==> src/rtl/noc_pkg.sv <==
// noc_pkg: shared constants, packet/source types and the round-robin pick
// helper for the NoC merge arbiter.
//   NOC_WIDTH  packet width (flag, destination router, payload)
//   NOC_NUM_IN number of merged input channels
//   noc_pkt_t  packet layout: payload[10:4], dest[3:1], flag[0]
//   noc_src_t  2-bit input index carried alongside the output packet
package noc_pkg;

  localparam int unsigned NOC_WIDTH  = 11;
  localparam int unsigned NOC_NUM_IN = 3;
  localparam int unsigned NOC_SRC_W  = 2;
  localparam int unsigned NOC_CNT_W  = 16;

  typedef logic [NOC_SRC_W-1:0] noc_src_t;

  typedef struct packed {
    logic [6:0] payload;
    logic [2:0] dest;
    logic       flag;
  } noc_pkt_t;

  // First requester found searching upward from last+1, wrapping modulo NOC_NUM_IN.
  function automatic noc_src_t rr_pick(input logic [NOC_NUM_IN-1:0] req,
                                       input noc_src_t              last);
    noc_src_t    pick;
    logic        found;
    int unsigned idx;
    pick  = last;
    found = 1'b0;
    for (int unsigned k = 1; k <= NOC_NUM_IN; k++) begin
      idx = (32'(last) + k) % NOC_NUM_IN;
      if (!found && req[idx[1:0]]) begin
        pick  = noc_src_t'(idx);
        found = 1'b1;
      end
    end
    return pick;
  endfunction

endpackage

==> src/rtl/noc_fifo.sv <==
// noc_fifo: synchronous FIFO buffering one merge-arbiter input.
//   clk, reset     clock, synchronous active-high reset (empties the FIFO)
//   i_push/i_push_data  write strobe and data (ignored when full)
//   i_pop          read strobe (ignored when empty)
//   o_head_c       combinational view of the oldest entry
//   o_count        registered occupancy, $clog2(DEPTH)+1 bits
// DEPTH must be a power of two >= 2 so the pointers wrap naturally.
module noc_fifo #(
  parameter int unsigned WIDTH = 11,
  parameter int unsigned DEPTH = 2
) (
  input  logic                   clk,
  input  logic                   reset,
  input  logic                   i_push,
  input  logic [WIDTH-1:0]       i_push_data,
  input  logic                   i_pop,
  output logic [WIDTH-1:0]       o_head_c,
  output logic [$clog2(DEPTH):0] o_count
);

  localparam int unsigned PTR_W = $clog2(DEPTH);
  localparam int unsigned CNT_W = PTR_W + 1;

  logic [WIDTH-1:0] r_mem [DEPTH];
  logic [PTR_W-1:0] r_wr_ptr;
  logic [PTR_W-1:0] r_rd_ptr;
  logic [CNT_W-1:0] r_count;
  logic             w_push;
  logic             w_pop;

  // Local guards keep the count consistent even if a caller misbehaves.
  assign w_push = i_push && (r_count < CNT_W'(DEPTH));
  assign w_pop  = i_pop && (r_count != '0);

  // Storage, pointers and occupancy.
  always_ff @(posedge clk) begin
    if (reset) begin
      r_wr_ptr <= '0;
      r_rd_ptr <= '0;
      r_count  <= '0;
    end else begin
      if (w_push) begin
        r_mem[r_wr_ptr] <= i_push_data;
        r_wr_ptr        <= r_wr_ptr + PTR_W'(1);
      end
      if (w_pop) begin
        r_rd_ptr <= r_rd_ptr + PTR_W'(1);
      end
      case ({w_push, w_pop})
        2'b10:   r_count <= r_count + CNT_W'(1);
        2'b01:   r_count <= r_count - CNT_W'(1);
        default: r_count <= r_count;
      endcase
    end
  end

  assign o_head_c = r_mem[r_rd_ptr];
  assign o_count  = r_count;

endmodule

==> src/rtl/noc_merge_arbiter.sv <==
// noc_merge_arbiter: merges three routing-logic channels into one registered
// output stream using per-input FIFOs and round-robin selection.
//   clk, reset   clock, synchronous active-high reset
//   in_valid/in_data/in_ready  per-input push interface (ready = FIFO not full)
//   out_valid/out_data/out_ready  registered output with downstream accept
//   out_src      index of the input that supplied out_data
//   grant_cnt    (only with NOC_ARB_GRANT_CNT_EN) saturating per-input load count
module noc_merge_arbiter
  import noc_pkg::*;
#(
  parameter int unsigned WIDTH = NOC_WIDTH,
  parameter int unsigned DEPTH = 2
) (
  input  logic                                 clk,
  input  logic                                 reset,
  input  logic [NOC_NUM_IN-1:0]                in_valid,
  input  logic [NOC_NUM_IN-1:0][WIDTH-1:0]     in_data,
  output logic [NOC_NUM_IN-1:0]                in_ready,
  output logic                                 out_valid,
  output logic [WIDTH-1:0]                     out_data,
  input  logic                                 out_ready,
  output noc_src_t                             out_src
`ifdef NOC_ARB_GRANT_CNT_EN
  ,
  output logic [NOC_NUM_IN-1:0][NOC_CNT_W-1:0] grant_cnt
`endif
);

  localparam int unsigned CNT_W = $clog2(DEPTH) + 1;

  logic [NOC_NUM_IN-1:0][WIDTH-1:0] w_head;
  logic [NOC_NUM_IN-1:0][CNT_W-1:0] w_count;
  logic [NOC_NUM_IN-1:0]            w_nonempty;
  logic [NOC_NUM_IN-1:0]            w_push;
  logic [NOC_NUM_IN-1:0]            w_pop;
  logic                             w_load;
  noc_src_t                         w_winner;

  logic                             r_out_valid;
  logic [WIDTH-1:0]                 r_out_data;
  noc_src_t                         r_out_src;
  noc_src_t                         r_last_grant;

  // Per-input buffers; ready is forced low while reset is held.
  for (genvar i = 0; i < NOC_NUM_IN; i++) begin : g_in
    assign in_ready[i]   = !reset && (w_count[i] < CNT_W'(DEPTH));
    assign w_push[i]     = in_valid[i] && in_ready[i];
    assign w_nonempty[i] = (w_count[i] != '0);
    assign w_pop[i]      = w_load && (w_winner == noc_src_t'(i));

    noc_fifo #(
      .WIDTH (WIDTH),
      .DEPTH (DEPTH)
    ) u_fifo (
      .clk         (clk),
      .reset       (reset),
      .i_push      (w_push[i]),
      .i_push_data (in_data[i]),
      .i_pop       (w_pop[i]),
      .o_head_c    (w_head[i]),
      .o_count     (w_count[i])
    );
  end

  // Load when the output slot is free or draining; only registered FIFO state
  // feeds this, so a same-edge push cannot bypass to the output.
  assign w_winner = rr_pick(w_nonempty, r_last_grant);
  assign w_load   = (!r_out_valid || out_ready) && (|w_nonempty);

  // Output register and round-robin pointer.
  always_ff @(posedge clk) begin
    if (reset) begin
      r_out_valid  <= 1'b0;
      r_out_data   <= '0;
      r_out_src    <= '0;
      r_last_grant <= noc_src_t'(NOC_NUM_IN - 1);
    end else if (w_load) begin
      r_out_valid  <= 1'b1;
      r_out_data   <= w_head[w_winner];
      r_out_src    <= w_winner;
      r_last_grant <= w_winner;
    end else if (out_ready) begin
      r_out_valid  <= 1'b0;
    end
  end

  assign out_valid = r_out_valid;
  assign out_data  = r_out_data;
  assign out_src   = r_out_src;

`ifdef NOC_ARB_GRANT_CNT_EN
  logic [NOC_NUM_IN-1:0][NOC_CNT_W-1:0] r_grant_cnt;

  // Saturating per-input load counters.
  always_ff @(posedge clk) begin
    if (reset) begin
      r_grant_cnt <= '0;
    end else if (w_load && (r_grant_cnt[w_winner] != '1)) begin
      r_grant_cnt[w_winner] <= r_grant_cnt[w_winner] + NOC_CNT_W'(1);
    end
  end

  assign grant_cnt = r_grant_cnt;
`endif

endmodule

==> config.mk <==
export PLATFORM = sky130hd
export DESIGN_NAME = noc_merge_arbiter
export DESIGN_NICKNAME = d
export VERILOG_FILES = /design/src/rtl/noc_pkg.sv /design/src/rtl/noc_fifo.sv /design/src/rtl/noc_merge_arbiter.sv
export SDC_FILE = /design/constraint.sdc
export NUM_CORES = 1
export LEC_CHECK = 0
export ABC_AREA = 1
export CAP_MARGIN = 0
export CORE_MARGIN = 3
export CORE_UTILIZATION = 50
export CTS_CLUSTER_SIZE = 40
export DETAILED_ROUTE_END_ITERATION = 10
export MAX_ROUTING_LAYER = met4
export PLACE_DENSITY = 0.76
export SYNTH_ARGS = -nofsm -noshare
export SYNTH_HDL_FRONTEND = slang
export SYNTH_HIERARCHICAL = 1
export SYNTH_SLANG_ARGS = --single-unit
==> constraint.sdc <==
create_clock -name clk -period 2.6 [get_ports clk]
set_clock_uncertainty 0.1 [all_clocks]
set_input_delay 0.65 -clock clk [delete_from_list [all_inputs] [get_ports clk]]
set_output_delay 0.65 -clock clk [all_outputs]
set_load 0.02 [all_outputs]
==> metrics <==
Rows=34; IO Port Bufs=55; chip height=approximately 100 um; Setup WS post-layout=65.7 ps; routability cong.=0.896; via count=3271; vias in the first global route=3207; outcome=finished clean; Initial DRC Count=161; hold_buf cts=0; flop-to-flop setup slack=roughly 66 ps; max incr delay on CP=350 ps; f_max=0.395 GHz; clk sinks=between 90 and 100; Synth Warn #=6; Setup crit start kind=flip-flop; initial antenna violation count=0; Hold Fails Final Rpt=0; Critical Path AT=around 2700 ps; register bit count reported by yosys=96; via/cell ratio=5.14; worst min path class=flip-flop to flip-flop; Initial Util=51.7%; Peak supply drop=0.512 mV; static leakage power=0.00232 uW; global-route wire length before repair=about 15 mm; WP data required=2750 ps; Num CTS Buffers=9; final routed DRC violation total=0; Clock transition at path regs=about 100 ps; clk_lat worst skew=360 ps; Synth top area share=43.5%; crit-path leading delay family=simple AND/OR/NAND/NOR gates; final setup TNS=0 ps; Synth Cell Area=0.00456 sq mm; most common cell after layout, fill and taps aside=edfxtp_1; commonest non-fill, non-tap cells in the layout=66 x edfxtp_1, 64 x nor2_1, 63 x nand2_1, 52 x clkdlybuf4s50_1, 43 x inv_1; global route total overflow=0; # setup viols final=0; Critical Path End Type=flip-flop; Period minus WS final=2530 ps; CP Buf/Inv Count=5; Worst Tran Pin Value=about 680 ps; main area contributors after synthesis=edfxtp_1 43%, dfxtp_1 13%, mux2_4 9.9%; die area=around 0.010 sq mm; placed insts=roughly 610; synthesized instance count=434; overall routing resource usage=19.5%; Routed Antenna Nets=0; # diodes=0; wirelength, routed=9.50 mm; Worst path slowest cell=dfxtp_2; CP Max Fanout=6; synth unique cells=29; maximum capacitance violations=0; core outline area=0.00881 sq mm; Die X=101 um; post-synth top area cell=edfxtp_1; CTS tree=done; Placement Setup Slack=-112 ps; P&R area growth vs syn=26.2%; H-Tree Depth=3; fin. max-slew vios=0; PwrDens=1030 mW/mm^2; nets=569; Root Driver=clkbuf_8; average size of a mapped cell=10.5 sq um; Synth Net Count=480; CP cell instances=inv_2 -> ha_4 -> inv_6 -> nand2_4 -> nand3_1 -> nand3_1 -> nand2_1 -> nand2_4 -> inv_1 -> nor2_4 -> nor3_2 -> o21ai_1 -> inv_1 -> ha_4 -> buf_4 -> o21ai_0 -> a21oi_1; DRT Pass-1 Iters=4; fin crit share=between 90% and 100%; CTS max path bufs=2; fill cell count=684; worst relative slew slack=54.7%; hpwl dp=6.69 mm; RSZ-0062 raised after global routing=true; sequential fraction of the synthesis area=56.7%; fin cells=636; share of layout cells above drive strength 1=24.2%; IO Pins=56; CP Class=flip-flop to flip-flop; pin count of the biggest net entering global routing=22; routed len/inst=between 10 and 15 um
## state kept, by name, indices dropped and copies added (netlist names), named ones only
name	count
g_in.u_fifo/o_count	6
g_in.u_fifo/r_mem	66
g_in.u_fifo/r_rd_ptr	3
g_in.u_fifo/r_wr_ptr	3
out_data	11
out_src	2
out_valid	1
r_last_grant	1
## timing repair
item	in CTS	in global routing
pin swaps	0	14
endpoints found under the setup margin	6	6
resized for setup	8	29
buffers inserted	0	11
## worst min-delay path: stages (launching register included)
cell and delay (ps):
dfxtp_1 320, nand2_1 60, a21oi_1 50
## power breakdown
group          internal [uW]  switching [uW]  total (uW)  leakage, uW
Clock                    371             543         915    0.0000957
Sequential              1790             154        1950     0.000845
Combinational           1300            1780        3080      0.00137
Total                   3460            2480        5940      0.00232
## synthesized netlist by cell type (all sizes together)
cell    count
clkbuf      3
nor3b       3
nand3      30
dfxtp      30
nand2      76
a21boi      1
edfxtp     66
a21oi      18
inv        49
a211oi      1
nand3b      2
mux2       33
nand4      14
buf        10
nor2       71
ha          7
o21ai      15
nor3        5
## cell type report
type	instances	area [sq um]	share of cell area [%]
clock buffer	10	128	2.22
sequential	96	2590	45.0
tap	108	135	2.35
clock inverter	6	62.6	1.09
inverter	49	189	3.29
timing repair buffer	91	817	14.2
multi-input combinational	276	1830	31.9
## layer usage
layer	wire length (um)	global-route usage (%)	vias to the layer above
li1	-	-	1646
met1	3970	23.0	1520
met2	4870	31.6	84
met3	332	3.86	21
met4	325	9.92	0
met5	0	-	-
## path summary, 6_finish.rpt
check / to / cells past startpoint / start
hold / removal: g_in[1].u_fifo/r_wr_ptr / 2 / g_in[1].u_fifo/r_wr_ptr
setup reg to reg: g_in[0].u_fifo/o_count[0] / 17 / out_src[0]
setup / recovery: g_in[0].u_fifo/o_count[0] / 17 / out_src[0]
hold reg to reg: g_in[1].u_fifo/r_wr_ptr / 2 / g_in[1].u_fifo/r_wr_ptr
## cells by family after synthesis
logic type / share of synthesized area (%)
and+or+nand+nor: 20.5
DFF: 56.7
buffers and inverters: 6.32
AOI/OAI and AO/OA: 3.95
muxes: 10.6
adders and majority gates: 1.92
## stage by stage
stage	util, %	hold slack (ps)	total power (uW)	area, sq um
6_report	65.3	377	5940	5750
5_1_grt	65.3	398	6360	5750
4_1_cts	62.9	377	5580	5540
3_5_place_dp	60.6	361	4620	5340
3_3_place_gp	60.6	344	4560	5340
2_1_floorplan	-	334	3970	4570
Note: power is estimated with default switching activity, not from simulation.
